<file path="src/rtl/num_stepper_if.sv">
// Bundle between the pushbutton/switch front panel and num_stepper.
// Carries the raw buttons, the parallel load, the auto-step enable and the
// stepped value with its change strobe.
interface num_stepper_if #(
   parameter int WIDTH = 5
) ();
   logic             btn_up;
   logic             btn_down;
   logic             load_en;
   logic [WIDTH-1:0] load_val;
   logic             auto_en;
   logic [WIDTH-1:0] num;
   logic             num_chg;

   modport master (
      output btn_up, btn_down, load_en, load_val, auto_en,
      input  num, num_chg
   );

   modport slave (
      input  btn_up, btn_down, load_en, load_val, auto_en,
      output num, num_chg
   );
endinterface

</file>
<file path="src/rtl/num_stepper.sv">
// num_stepper: produces the operand for the number-detector LED stage.
// The raw up/down buttons are synchronised, debounced and edge-detected.
// The resulting one-cycle steps move a registered counter.
// A parallel load takes priority over the steps.
// Optional feature macro AUTO_STEP_EN builds a periodic auto-increment driven by
// auto_en. Without the macro, auto_en is ignored.
module num_stepper #(
   parameter int WIDTH        = 5,
   parameter int MAX_VAL      = 31,
   parameter int DEBOUNCE_CYC = 16,
   parameter int WRAP         = 1,
   parameter int AUTO_PERIOD  = 8
) (
   input  logic         clk,
   input  logic         rst,
   num_stepper_if.slave bus
);
   localparam int               DW      = $clog2(DEBOUNCE_CYC + 1);
   localparam logic [WIDTH-1:0] MAX_V   = WIDTH'(MAX_VAL);
   localparam logic [WIDTH-1:0] ONE_V   = WIDTH'(1);
   localparam logic [WIDTH-1:0] ZERO_V  = WIDTH'(0);
   localparam logic [DW-1:0]    DB_LAST = DW'(DEBOUNCE_CYC - 1);
   localparam logic [DW-1:0]    DB_ONE  = DW'(1);
   localparam logic [DW-1:0]    DB_ZERO = DW'(0);

   // bit 0 = up, bit 1 = down throughout the button path
   logic [1:0]       btn_s;
   logic [1:0]       sync1_r;
   logic [1:0]       sync2_r;
   logic [DW-1:0]    db_cnt_r [2];
   logic [1:0]       db_level_r;
   logic [1:0]       db_level_d_r;
   logic [1:0]       step_r;
   logic             up_s;
   logic             dn_s;
   logic             auto_step_s;
   logic [WIDTH-1:0] inc_s;
   logic [WIDTH-1:0] dec_s;
   logic [WIDTH-1:0] load_clamp_s;
   logic [WIDTH-1:0] next_num_s;
   logic [WIDTH-1:0] num_r;
   logic             num_chg_r;

   assign btn_s = {bus.btn_down, bus.btn_up};

   // two-flop synchronizer per raw button
   always_ff @(posedge clk) begin
      if (rst) begin
         sync1_r <= 2'b00;
         sync2_r <= 2'b00;
      end else begin
         sync1_r <= btn_s;
         sync2_r <= sync1_r;
      end
   end

   // debounce: accept a new level only after DEBOUNCE_CYC consecutive mismatching cycles
   always_ff @(posedge clk) begin
      if (rst) begin
         for (int i = 0; i < 2; i++) begin
            db_cnt_r[i] <= DB_ZERO;
         end
         db_level_r <= 2'b00;
      end else begin
         for (int i = 0; i < 2; i++) begin
            if (sync2_r[i] == db_level_r[i]) begin
               db_cnt_r[i] <= DB_ZERO;
            end else if (db_cnt_r[i] == DB_LAST) begin
               db_level_r[i] <= sync2_r[i];
               db_cnt_r[i]   <= DB_ZERO;
            end else begin
               db_cnt_r[i] <= db_cnt_r[i] + DB_ONE;
            end
         end
      end
   end

   // rising-edge detect of the debounced levels, registered into step pulses
   always_ff @(posedge clk) begin
      if (rst) begin
         db_level_d_r <= 2'b00;
         step_r       <= 2'b00;
      end else begin
         db_level_d_r <= db_level_r;
         step_r       <= db_level_r & ~db_level_d_r;
      end
   end

   // simultaneous up and down pulses cancel out
   assign up_s = step_r[0] & ~step_r[1];
   assign dn_s = step_r[1] & ~step_r[0];

`ifdef AUTO_STEP_EN
   localparam int            AW      = $clog2(AUTO_PERIOD + 1);
   localparam logic [AW-1:0] AP_LAST = AW'(AUTO_PERIOD - 1);
   localparam logic [AW-1:0] AP_ONE  = AW'(1);
   localparam logic [AW-1:0] AP_ZERO = AW'(0);

   logic [AW-1:0] acnt_r;

   assign auto_step_s = bus.auto_en & (acnt_r == AP_LAST) & ~bus.load_en & (step_r == 2'b00);

   // auto-step period counter; any load, button pulse or disable restarts the period
   always_ff @(posedge clk) begin
      if (rst) begin
         acnt_r <= AP_ZERO;
      end else if (bus.load_en || (step_r != 2'b00) || !bus.auto_en || (acnt_r == AP_LAST)) begin
         acnt_r <= AP_ZERO;
      end else begin
         acnt_r <= acnt_r + AP_ONE;
      end
   end
`else
   logic unused_auto_s;

   assign auto_step_s   = 1'b0;
   assign unused_auto_s = bus.auto_en ^ (AUTO_PERIOD == 0);
`endif

   // candidate values: wrap or saturate at the ends, compare before the +1/-1
   always_comb begin
      inc_s        = num_r + ONE_V;
      dec_s        = num_r - ONE_V;
      load_clamp_s = bus.load_val;
      if (num_r == MAX_V) begin
         inc_s = (WRAP != 0) ? ZERO_V : num_r;
      end else begin
         inc_s = num_r + ONE_V;
      end
      if (num_r == ZERO_V) begin
         dec_s = (WRAP != 0) ? MAX_V : num_r;
      end else begin
         dec_s = num_r - ONE_V;
      end
      if (bus.load_val > MAX_V) begin
         load_clamp_s = MAX_V;
      end else begin
         load_clamp_s = bus.load_val;
      end
   end

   // next value selection: load beats a button step, which beats an auto step
   always_comb begin
      next_num_s = num_r;
      if (bus.load_en) begin
         next_num_s = load_clamp_s;
      end else if (up_s) begin
         next_num_s = inc_s;
      end else if (dn_s) begin
         next_num_s = dec_s;
      end else if (auto_step_s) begin
         next_num_s = inc_s;
      end else begin
         next_num_s = num_r;
      end
   end

   // output registers; the strobe fires only when the stored value really changes
   always_ff @(posedge clk) begin
      if (rst) begin
         num_r     <= ZERO_V;
         num_chg_r <= 1'b0;
      end else begin
         num_r     <= next_num_s;
         num_chg_r <= (next_num_s != num_r);
      end
   end

   assign bus.num     = num_r;
   assign bus.num_chg = num_chg_r;
endmodule

</file>
<file path="src/flat_wrapper.sv">
// flat-port wrapper written by rule: the top's interface ports become plain ports
module num_stepper_flat 
#(
   parameter int WIDTH        = 5,
   parameter int MAX_VAL      = 31,
   parameter int DEBOUNCE_CYC = 16,
   parameter int WRAP         = 1,
   parameter int AUTO_PERIOD  = 8
)
  (clk, rst, bus_btn_up, bus_btn_down, bus_load_en, bus_load_val, bus_auto_en, bus_num, bus_num_chg);
  num_stepper_if #(.WIDTH(WIDTH)) bus_i ();
  input  logic clk;
  input  logic rst;
  input wire logic [$bits(bus_i.btn_up)-1:0] bus_btn_up;
  input wire logic [$bits(bus_i.btn_down)-1:0] bus_btn_down;
  input wire logic [$bits(bus_i.load_en)-1:0] bus_load_en;
  input wire logic [$bits(bus_i.load_val)-1:0] bus_load_val;
  input wire logic [$bits(bus_i.auto_en)-1:0] bus_auto_en;
  output wire logic [$bits(bus_i.num)-1:0] bus_num;
  output wire logic [$bits(bus_i.num_chg)-1:0] bus_num_chg;
  assign bus_i.btn_up = bus_btn_up;
  assign bus_i.btn_down = bus_btn_down;
  assign bus_i.load_en = bus_load_en;
  assign bus_i.load_val = bus_load_val;
  assign bus_i.auto_en = bus_auto_en;
  assign bus_num = bus_i.num;
  assign bus_num_chg = bus_i.num_chg;
  num_stepper #(.WIDTH(WIDTH), .MAX_VAL(MAX_VAL), .DEBOUNCE_CYC(DEBOUNCE_CYC), .WRAP(WRAP), .AUTO_PERIOD(AUTO_PERIOD)) u_core (.clk(clk), .rst(rst), .bus(bus_i));
endmodule
</file>
<file path="config.mk">
export PLATFORM = sky130hd
export DESIGN_NAME = num_stepper_flat
export DESIGN_NICKNAME = d
export VERILOG_FILES = /design/src/rtl/num_stepper_if.sv /design/src/rtl/num_stepper.sv /design/src/flat_wrapper.sv
export SDC_FILE = /design/constraint.sdc
export NUM_CORES = 1
export LEC_CHECK = 0
export CAP_MARGIN = 0
export CORE_MARGIN = 2
export CORE_UTILIZATION = 37
export DETAILED_ROUTE_END_ITERATION = 16
export SETUP_SLACK_MARGIN = 0.3
export SLEW_MARGIN = 10
export SYNTH_ARGS = -nofsm -noshare
export SYNTH_HDL_FRONTEND = slang
export SYNTH_SLANG_ARGS = --single-unit
</file>
<file path="constraint.sdc">
create_clock -name clk -period 2.21 [get_ports clk]
set_input_delay 0.221 -clock clk [delete_from_list [all_inputs] [get_ports clk]]
set_output_delay 0.221 -clock clk [all_outputs]
set_load 0.02 [all_outputs]
</file>
Yosys cells after proc, flatten, opt, wreduce, memory -nomap -nowiden:

Memories as Yosys holds them, arrays and structs flattened.
Cells that the tools add are included.
Widths: inputs -> output; s select.

* register bits: 16
* RAM bits: 10
* input bits: 11
* output and inout bits: 6
* word-level logic and storage cells: 73
* memories: 1

Memories
* u_core.db_cnt_r: words 2, width 5, read ports 2, clocked after memory_dff 0, write ports 2, RTL line num_stepper.sv:30 `logic [DW-1:0] db_cnt_r [2];`

* $add $sub $neg: 4
* magnitude comparators: 1
* eq/ne operators: 6
* multiplexer cells: 36
* bitwise operators: 14
* reductions and logical operators: 3

Operators by type and width (count)
* $mux 5: 12
* $mux 1: 24
* $add 5x1->5 const B: 3
* $eq 5x4->1 const B: 2
* $or 1x1->1: 6
* $eq 5x5->1 const B: 1
* $gt 5x5->1 const B: 1
* $logic_not 5->1: 1
* $ne 5x5->1: 1
* $sub 5x1->5 const B: 1
* $not 1->1: 4
* $reduce_and 2->1: 2
* $and 1x1->1: 2
* $and 2x2->2: 1
* $eq 1x1->1: 2
* $not 2->2: 1

Depth between registers and ports, before layout:

Gate-level depths: netlist of run 1.
An unclocked memory read counts as a cell.

* word-level depth: 8
* mapped depth: 8
* mapped depth without buffers: 8

Least setup slack after synthesis of run 1:

OpenSTA, ideal clock, no wires.

* kind: flip-flop to flip-flop
* start: reg u_core.num_r[0] (netlist: u_core.bus.num[0])
* end: reg u_core.num_chg_r (netlist: u_core.bus.num_chg)
* library setup time: 137 ps
* arrival: 2055 ps
* data required time: 2073 ps
* setup slack: 17 ps
* cell stages (with the launch flop): 9
* buffers on the path: 0
* period minus slack after synthesis: 2193 ps
* path through: dfxtp_1 -> ha_1 -> and3_2 -> ha_1 -> or3b_1 -> a21oi_2 -> or4_1 -> o31ai_1 -> a41oi_2

* cells in the longest elaborated chain, start to end: 6
* elaborated cells between the ends (all ways): 10
* those cells by class: add/sub: 2; eq/ne: 2; mux: 5; reduce/logical: 1

RTL lines
* start, declared: RTL line num_stepper.sv:41 `logic [WIDTH-1:0] num_r;`
* start signal, assigned: RTL line num_stepper.sv:164 `num_r <= next_num_s;`
* $sub 5x1->5 or $logic_not 5->1 (tied branches)
* $mux 5: RTL line num_stepper.sv:130 `if (num_r == ZERO_V) begin`
* $mux 5: RTL line num_stepper.sv:149 `end else if (dn_s) begin`
* $mux 5: RTL line num_stepper.sv:147 `end else if (up_s) begin`
* $mux 5: RTL line num_stepper.sv:145 `if (bus.load_en) begin`
* $ne 5x5->1 (*): RTL line num_stepper.sv:165 `num_chg_r <= (next_num_s != num_r);`
* end signal, assigned: RTL line num_stepper.sv:165
* end, declared: RTL line num_stepper.sv:42 `logic num_chg_r;`

Mark *: on every way between the ends. The rest lies on a longest branch, timed or not.
A chain may end at the register's enable or synchronous reset.

Worst setup path after layout of run 1:

Ends and elaborated chain as after synthesis.

==> results of run 1 <==
registers in the layout, summed over array words and instances (netlist names):
register / flops
u_core.bus.num_chg: 1
u_core.db_level_d_r: 2
u_core.sync1_r: 2
u_core.db_cnt_r: 10
u_core.db_level_r: 2
u_core.bus.num: 5
u_core.step_r: 2
u_core.sync2_r: 2
metrics by stage:
stage / util (%) / worst slack, ns / cell area, um2 / total power, mW
final: 47.4 / 0.321 / 1870 / 0.971
after global routing: 47.4 / 0.262 / 1870 / 1.02
after CTS: 47.3 / 0.302 / 1860 / 0.986
after global placement: 44.6 / 0.219 / 1760 / 0.702
after detailed placement: 44.6 / 0.192 / 1760 / 0.707
after floorplan: - / 0.329 / 1580 / 0.652
area by class of cell:
type | count | area (um2)
Timing Repair Buffer | 25 | 225
Multi-Input combinational cell | 113 | 866
Clock inverter | 1 | 3.75
Tap cell | 50 | 62.6
Fill cell | 378 | 2070
Sequential cell | 26 | 631
Inverter | 11 | 41.3
Clock buffer | 3 | 41.3
cells by family (layout without fill, tap and decap cells):
kind of cell    after synthesis  in the layout  synth area share, %
mux                           6              6                 4.03
xor+xnor                     11             11                 6.97
compound gates               30             30                 15.0
flops                        26             26                 41.6
other cells                   1             10                0.252
fa+ha+maj                     7              7                 5.88
simple gates                 49             49                 19.6
buf+inv                      18             40                 6.63
layout by cell type (no fill, tap or decap), types with 5 or more instances in the layout:
master            n
buf_4            10
clkdlybuf4s50_1  15
conb_1           10
dfxtp_1          12
edfxtp_1         10
inv_1            10
mux2i_1           6
nand2_1           5
nor2_1           17
nor2b_1          10
o21ai_0           7
xnor2_1           6
repair_timing:
item	4_1_cts	5_1_grt
pin swaps	5	6
buffers inserted	5	1
gates resized for setup	5	0
setup endpoints to repair	2	2
cloned	0	0
power by group through the flow:
stage	Combinational [mW]	Clock (mW)	Sequential (mW)
2_1_floorplan	0.102	0	0.550
3_3_place_gp	0.159	0	0.543
3_5_place_dp	0.163	0	0.545
4_1_cts	0.179	0.277	0.530
5_1_grt	0.195	0.295	0.533
6_report	0.179	0.261	0.530
layer usage:
layer	part of all wire, %	wire [um]	track usage, %
met1	45	1290	16.2
met2	52	1520	27.1
met3	2.8	80	2.50
met4	0.48	14	4.34
met5	0	0	0
worst register-to-register path: cells and delay by family, from the launching register on:
kind | cells | cell delay [ns]
fa+ha+maj | 2 | 0.27
compound gates | 3 | 0.27
simple gates | 3 | 0.85
flops | 1 | 0.38
worst max path at each step:
stage	startpoint	to	slack, ns	cells past startpoint
2_1_floorplan	u_core.bus.num[0]	u_core.bus.num_chg	0.33	8
3_3_place_gp	u_core.bus.num[1]	u_core.bus.num_chg	0.22	8
3_5_place_dp	u_core.bus.num[1]	u_core.bus.num_chg	0.19	8
4_1_cts	u_core.bus.num[1]	u_core.bus.num_chg	0.30	8
5_1_grt	u_core.bus.num[0]	u_core.bus.num_chg	0.26	8
6_report	u_core.bus.num[0]	u_core.bus.num_chg	0.32	8
==> impl_metrics.py, run 1 <==
metrics = {
    "critical_path": {
        "reg2reg_to": "u_core.bus.num_chg",
        "cpLargestDelayFamily": "simple AND/OR/NAND/NOR gates",
        "criticalPathCategory": "register to register",
        "worstPathMaxFanout": 4,
        "end_kind": "register",
        "crit_chain": "ha_4, and3_4, ha_4, or3b_4, a21oi_2, or4_4, o31ai_4, a41oi_2",
        "reg2reg_from": "u_core.bus.num[0]",
        "r2r_cells": 8,
        "path_buf_inv": 0,
        "cp.arrival_ns": 2.03,
        "crit_required_ns": 2.35,
        "reg2reg_slack_ns": 0.32,
        "start_kind": "register",
        "cp_slowest_cell": "or4_4",
        "slowest_delay_ns": 0.53,
        "cpMostUsedCell": "ha_4",
    },
    "detailed_routing": {
        "routed_via_density": 4.96,
        "drtIter0Drc": 97,
        "first_pass_iters": 4,
        "routedWlPerCell_um": 12.7,
        "vias": 1136,
        "detail-route-antenna-nets": 0,
        "drc": 0,
        "totalWireLength_mm": 2.91,
    },
    "place": {
        "io_buffers": 15,
        "dp_cells": 219,
        "dp_hpwl_mm": 2.20,
        "gp_congestion": 0.845,
    },
    "floorplanning": {
        "start_util_pct": 37.8,
        "ios": 17,
        "core_area_mm2": 0.00394,
        "fp.dieH_um": 67.5,
        "fp.dieW_um": 67.5,
        "rows": 23,
        "dieArea_mm2": 0.00455,
    },
    "synthesis": {
        "synth_ff_type": "dfxtp_1",
        "yosysMostFrequentCell": "nor2_1",
        "ys_seq_area_share_pct": 41.6,
        "synth_area_per_cell_um2": 10.1,
        "yosys-top-cells-area": "dfxtp_1, edfxtp_1, ha_1, nor2_1, nor2b_1",
        "ys_types": 47,
        "async_flop_share_pct": 0,
        "synth_top_area_share_pct": 21.5,
        "netlist_instances": 148,
        "synth_seq_cells": 26,
        "synth_edf_count": 10,
        "synth_largest_area_cell": "dfxtp_1",
        "yosysWarnings": 0,
        "syn_area_mm2": 0.00149,
        "synth_common_cells": "nor2_1, dfxtp_1, inv_1",
    },
    "min_path": {
        "holdPathEnd": "u_core.step_r[0]",
        "hold_start": "u_core.db_level_d_r[0]",
        "whs_path_depth": 1,
        "hold_class": "register to register",
    },
    "global_route": {
        "grt_overflow_total": 0,
        "grt_pass1_wl_mm": 4.99,
        "grt_usage_pct": 14.3,
        "grt_max_degree": 15,
        "grt_antenna_before_repair": 0,
        "grt_pass1_vias": 1159,
    },
    "sta": {
        "finClkSkew_ns": 0.00381,
        "fin_crit_sh_pct": 85.5,
        "finalSetupViolCount": 0,
        "whs_ns": 0.390,
        "setup_tns_ns": 0,
        "fin_crit_ns": 1.89,
        "grt_setup_unrepaired": "yes",
        "slew_violations": 0,
        "maxClockFrequency_ghz": 0.529,
        "hold_viol_final": 0,
    },
    "pwr": {
        "clkPwrFrac_pct": 26.9,
        "p_comb_share_pct": 18.5,
        "power_density_mw_per_mm2": 519,
        "p_sw_share_pct": 24.7,
        "p_leak_nw": 0.723,
        "switching_power_mw": 0.239,
        "irDropWorstVdd_mv": 0.290,
        "power.internal_mw": 0.731,
        "seqPwrFrac_pct": 54.6,
    },
    "cts": {
        "htree_num_levels": 1,
        "clock-sinks": 26,
        "cts_max_path_buffers": 2,
        "clkLatencyLatePin_ns": 0.26,
        "cts_tree": "done",
        "clkTransAtPathRegs_ns": 0.09,
        "hold_buffers": 0,
        "cts_made_buffers": 3,
        "root_buffer": "clkbuf_8",
    },
    "job": {
        "cap_violations": 0,
    },
    "cells_and_area": {
        "diodes": 0,
        "area_growth_pct": 25.5,
        "fin_cells": 229,
        "drive_above_1_share_pct": 20.7,
        "nets": 198,
    },
    "run_status": {
        "status": "complete, no violations",
    },
}
Power figures use the tool's default switching activity.
==> run 2: changes to the inputs <==
--- a/config.mk
+++ b/config.mk
@@ -7,7 +7,7 @@
 export LEC_CHECK = 0
 export CAP_MARGIN = 0
 export CORE_MARGIN = 2
-export CORE_UTILIZATION = 37
+export CORE_UTILIZATION = 25
 export DETAILED_ROUTE_END_ITERATION = 16
 export SETUP_SLACK_MARGIN = 0.3
 export SLEW_MARGIN = 10
==> run 2 against run 1 <==
Effect of this change:
- total power grew 14%
- worst hold slack got worse by 0.0026 ns
- cell area up 3.5%
- via count down 1.8%
- sequential power about the same
- critical path type unchanged
- largest cell class unchanged
- highest routed layer unchanged
==> impl_metrics.py, run 2 (synthesis results as in run 1) <==
metrics = {
    "global_route": {
        "grt_max_degree": 16,
        "grt_antenna_before_repair": 0,
        "grt_pass1_wl_mm": 4.88,
        "grt_overflow_total": 0,
        "grt_usage_pct": 9.69,
        "grt_pass1_vias": 1051,
    },
    "floorplanning": {
        "dieArea_mm2": 0.00659,
        "rows": 28,
        "start_util_pct": 25.5,
        "ios": 17,
        "fp.dieH_um": 81.2,
        "core_area_mm2": 0.00585,
        "fp.dieW_um": 81.2,
    },
    "run_status": {
        "status": "complete, no violations",
    },
    "detailed_routing": {
        "detail-route-antenna-nets": 0,
        "routedWlPerCell_um": 11.5,
        "first_pass_iters": 4,
        "drtIter0Drc": 82,
        "drc": 0,
        "routed_via_density": 4.38,
        "vias": 1116,
        "totalWireLength_mm": 2.94,
    },
    "sta": {
        "whs_ns": 0.387,
        "setup_tns_ns": 0,
        "fin_crit_ns": 1.88,
        "finalSetupViolCount": 0,
        "hold_viol_final": 0,
        "grt_setup_unrepaired": "yes",
        "maxClockFrequency_ghz": 0.532,
        "finClkSkew_ns": 0.00230,
        "fin_crit_sh_pct": 85.0,
        "slew_violations": 0,
    },
    "cells_and_area": {
        "fillers": 605,
        "largest_reg_flops": 10,
        "final_core_util_pct": 33.1,
        "multi_input_area_um2": 866,
        "diodes": 0,
        "mostFrequentLayoutCells": "nor2_1, clkdlybuf4s50_1, dfxtp_1",
        "ff_latch_area_um2": 631,
        "drive_above_1_share_pct": 21.7,
        "final_common_cell": "nor2_1",
        "regMostFlops": "u_core.db_cnt_r",
        "area_growth_pct": 29.9,
        "nets": 199,
    },
    "critical_path": {
        "reg2reg_from": "u_core.bus.num[1]",
        "cp_slowest_cell": "or4_4",
        "worstPathMaxFanout": 4,
        "cp.arrival_ns": 2.03,
        "end_kind": "register",
        "path_depth": 8,
        "slowest_delay_ns": 0.53,
        "crit_chain": "buf_4, inv_2, ha_4, xnor2_2, mux2i_1, or4_4, o31ai_4, a41oi_2",
        "r2r_cells": 8,
        "reg2reg_to": "u_core.bus.num_chg",
        "start_kind": "register",
        "crit_required_ns": 2.36,
        "critPathLaunch": "u_core.bus.num[1]",
        "reg2reg_slack_ns": 0.33,
        "cpLargestDelayFamily": "simple AND/OR/NAND/NOR gates",
        "criticalPathCategory": "register to register",
        "cp-endpoint": "u_core.bus.num_chg",
        "path_buf_inv": 2,
    },
    "cts": {
        "root_buffer": "clkbuf_8",
        "cts_made_buffers": 3,
        "clock-sinks": 26,
        "htree_num_levels": 1,
        "clkLatencyLatePin_ns": 0.27,
        "hold_buffers": 0,
        "clkTransAtPathRegs_ns": 0.09,
        "cts_max_path_buffers": 2,
        "cts_tree": "done",
    },
    "place": {
        "gp_congestion": 0.817,
        "dp_hpwl_mm": 2.19,
        "io_buffers": 15,
    },
    "job": {
        "cap_violations": 0,
    },
    "min_path": {
        "hold_class": "register to register",
    },
    "pwr": {
        "irDropWorstVdd_mv": 0.237,
        "power_density_mw_per_mm2": 572,
        "p_leak_nw": 0.741,
    },
}
-- run 2: cell types whose count changed in the layout (fill, tap and decap cells not counted), sizes merged --
cell    before  now
buf         10   11
bufinv       0    1
clkinv       1    0
-- run 2: metrics by stage --
stage | total power [mW] | setup WS (ns) | cell area, um2 | instances
detailed placement | 0.706 | 0.239 | 1800 | 245
global placement | 0.705 | 0.251 | 1800 | 245
finish | 1.11 | 0.331 | 1940 | 255
global route | 1.16 | 0.275 | 1940 | 255
CTS | 1.11 | 0.305 | 1920 | 254
floorplan | 0.652 | 0.329 | 1580 | 157
-- run 2: per-layer routing --
metal | part of all wire [%] | up-vias | track usage, %
li1 | - | 578 | -
met1 | 47 | 513 | 12.1
met5 | 0 | - | 0
met3 | 3.5 | 5 | 1.78
met4 | 1.2 | 0 | 3.56
met2 | 48 | 20 | 16.5
-- run 2: power by group --
part	switching [mW]	internal [mW]	total, mW
Sequential	0.0142	0.516	0.530
Combinational	0.0875	0.0911	0.179
Clock	0.156	0.242	0.399
Total	0.258	0.849	1.11
-- run 2: worst min-delay path by stage --
stage	from	end	slack, ns	depth (start not counted)
after floorplan	rst	u_core.sync2_r[0]	0.29	1
after global placement	u_core.db_level_d_r[0]	u_core.step_r[0]	0.37	1
after detailed placement	u_core.db_level_d_r[0]	u_core.step_r[0]	0.37	1
after CTS	u_core.db_level_d_r[0]	u_core.step_r[0]	0.39	1
after global routing	u_core.db_level_d_r[1]	u_core.step_r[1]	0.42	1
final	u_core.db_level_d_r[0]	u_core.step_r[0]	0.39	1
-- run 2: worst register-to-register path: cells and delay by family, from the launching register on --
family | cells | cell delay [ns]
and+or+nand+nor | 1 | 0.53
AOI/OAI and AO/OA | 2 | 0.20
DFF | 1 | 0.37
xor gates and xnor gates | 1 | 0.13
muxes | 1 | 0.13
adders and majority gates | 1 | 0.20
buffers and inverters | 2 | 0.19
-- run 2: area by class of cell --
type | instances | share of cell area, %
repair buffers | 26 | 12.0
well taps | 75 | 4.85
clock buffers | 3 | 2.13
multi-input cells | 113 | 44.7
inverters | 11 | 2.13
clock inverters | 1 | 1.55
flip-flops and latches | 26 | 32.6
-- run 2: repair_timing --
action | in CTS | in global routing
gates cloned | 0 | 0
endpoints found under the hold margin | 0 | 0
setup endpoints to repair | 3 | 3
pin swaps | 3 | 3
gates resized for setup | 3 | 3
setup buffers | 5 | 1
==> run 3: changes to the inputs <==
--- a/config.mk
+++ b/config.mk
@@ -9,7 +9,7 @@
 export CORE_MARGIN = 2
 export CORE_UTILIZATION = 25
 export DETAILED_ROUTE_END_ITERATION = 16
-export SETUP_SLACK_MARGIN = 0.3
+export SETUP_SLACK_MARGIN = 0.2
 export SLEW_MARGIN = 10
 export SYNTH_ARGS = -nofsm -noshare
 export SYNTH_HDL_FRONTEND = slang
==> run 3 against run 2 <==
Effect of this change:
- sequential power is essentially flat
- worst hold slack improved by 0.0032 ns
- clock skew grew 0.00081 ns
- critical endpoint unchanged
- highest routed layer unchanged
- cell area fell by 2.5%
- cell count down 2.0%
==> impl_metrics.py, run 3 (synthesis results as in run 1) <==
metrics = {
    "critical_path": {
        "cpMostUsedCell": "ha_4",
        "crit_chain": "ha_4, and3_2, ha_4, or3b_4, a21oi_2, or4_4, o31ai_2, a41oi_2",
        "path_buf_inv": 0,
        "slowest_delay_ns": 0.51,
        "cp.arrival_ns": 2.10,
        "criticalPathCategory": "register to register",
        "path_depth": 8,
        "cp_slowest_cell": "or4_4",
        "worstPathMaxFanout": 4,
        "start_kind": "register",
        "r2r_cells": 8,
        "crit_required_ns": 2.36,
        "cpLargestDelayFamily": "simple AND/OR/NAND/NOR gates",
        "end_kind": "register",
    },
    "cells_and_area": {
        "largest_reg_flops": 10,
        "diodes": 0,
        "drive_above_1_share_pct": 18.9,
        "regMostFlops": "u_core.db_cnt_r",
        "area_growth_pct": 26.6,
        "fin_area_mm2": 0.00189,
        "final_common_cell": "nor2_1",
        "mostFrequentLayoutCells": "nor2_1, clkdlybuf4s50_1, dfxtp_1",
        "nets": 194,
        "fillers": 604,
    },
    "cts": {
        "cts_tree": "done",
        "htree_num_levels": 1,
        "cts_max_path_buffers": 2,
        "clkTransAtPathRegs_ns": 0.09,
        "hold_buffers": 0,
        "cts_made_buffers": 3,
        "clock-sinks": 26,
        "clkLatencyLatePin_ns": 0.28,
        "cts_setup_buffers": 0,
        "root_buffer": "clkbuf_8",
    },
    "pwr": {
        "irDropWorstVdd_mv": 0.452,
        "seqPwrFrac_pct": 47.9,
        "switching_power_mw": 0.262,
        "power_density_mw_per_mm2": 588,
        "p_sw_share_pct": 23.6,
        "clkPwrFrac_pct": 36.5,
        "power.internal_mw": 0.847,
        "p_leak_nw": 0.715,
        "p_comb_share_pct": 15.6,
    },
    "run_status": {
        "status": "complete, no violations",
    },
    "sta": {
        "fin_crit_sh_pct": 88.4,
        "grt_setup_unrepaired": "no",
        "finClkSkew_ns": 0.00311,
        "hold_viol_final": 0,
        "fin_crit_ns": 1.95,
        "finalSetupViolCount": 0,
        "maxClockFrequency_ghz": 0.512,
        "slew_violations": 0,
        "setup_tns_ns": 0,
    },
    "detailed_routing": {
        "totalWireLength_mm": 2.93,
        "vias": 1115,
        "first_pass_iters": 4,
        "routed_via_density": 4.46,
        "detail-route-antenna-nets": 0,
        "routedWlPerCell_um": 11.7,
        "drc": 0,
        "drtIter0Drc": 64,
    },
    "min_path": {
        "whs_path_depth": 1,
        "hold_class": "register to register",
    },
    "floorplanning": {
        "start_util_pct": 25.5,
        "rows": 28,
        "dieArea_mm2": 0.00659,
        "fp.dieW_um": 81.2,
        "core_area_mm2": 0.00585,
        "ios": 17,
        "fp.dieH_um": 81.2,
    },
    "global_route": {
        "grt_max_degree": 16,
        "grt_pass1_vias": 1117,
        "grt_antenna_before_repair": 0,
        "grt_overflow_total": 0,
        "grt_pass1_wl_mm": 4.90,
        "grt_usage_pct": 9.64,
    },
    "job": {
        "cap_violations": 0,
    },
    "place": {
        "dp_hpwl_mm": 2.12,
        "gp_congestion": 0.854,
        "dpl_cell_area_mm2": 0.00176,
        "io_buffers": 15,
    },
}
## run 3: final timing paths
kind,from,end,slack (ns)
hold reg to reg,u_core.db_level_d_r[1],u_core.step_r[1],0.39
setup / recovery,u_core.bus.num[0],u_core.bus.num_chg,0.26
hold / removal,u_core.db_level_d_r[1],u_core.step_r[1],0.39
setup reg to reg,u_core.bus.num[0],u_core.bus.num_chg,0.26
## run 3: routing by layer
layer / share of wire, % / wire length (um) / track usage (%) / up-vias
met5: 0 / 0 / 0 / -
met1: 47 / 1380 / 11.1 / 521
li1: - / - / - / 560
met2: 45 / 1320 / 16.4 / 25
met4: 2.3 / 68 / 3.90 / 0
met3: 5.7 / 166 / 3.22 / 9
## run 3: per-stage QoR
stage / power (mW) / hold WS, ns / std cells / util, % / worst slack [ns]
global placement: 0.703 / 0.372 / 246 / 30.1 / 0.141
finish: 1.11 / 0.391 / 250 / 32.2 / 0.257
CTS: 1.12 / 0.394 / 250 / 31.9 / 0.239
detailed placement: 0.702 / 0.379 / 246 / 30.1 / 0.140
floorplan: 0.644 / 0.293 / 157 / - / 0.208
global route: 1.16 / 0.413 / 250 / 32.2 / 0.203
## run 3: cell type report
| class | instances | area, um2 | area share (%) |
|---|---|---|---|
| flip-flops and latches | 26 | 628 | 33.3 |
| inverters | 11 | 41.3 | 2.19 |
| clock buffers | 3 | 41.3 | 2.19 |
| well taps | 75 | 93.8 | 4.97 |
| repair buffers | 21 | 199 | 10.5 |
| clock inverters | 1 | 30.0 | 1.59 |
| multi-input cells | 113 | 853 | 45.2 |
## run 3: power by group through the flow
stage / registers, mW / clock network, mW / logic, mW
2_1_floorplan: 0.549 / 0 / 0.0956
3_3_place_gp: 0.540 / 0 / 0.162
3_5_place_dp: 0.540 / 0 / 0.161
4_1_cts: 0.530 / 0.419 / 0.168
5_1_grt: 0.533 / 0.439 / 0.189
6_report: 0.531 / 0.405 / 0.173
## run 3: timing repair
item                       in CTS  in global routing
pin swaps                       1                  1
setup endpoints to repair       4                  1
resized for setup               5                  4
## run 3: worst reg2reg max path: stages (launching register included)
cell and delay, ns:
dfxtp_4 0.39, ha_4 0.15, and3_2 0.20, ha_4 0.14
or3b_4 0.14, a21oi_2 0.06, or4_4 0.51, o31ai_2 0.08
a41oi_2 0.15
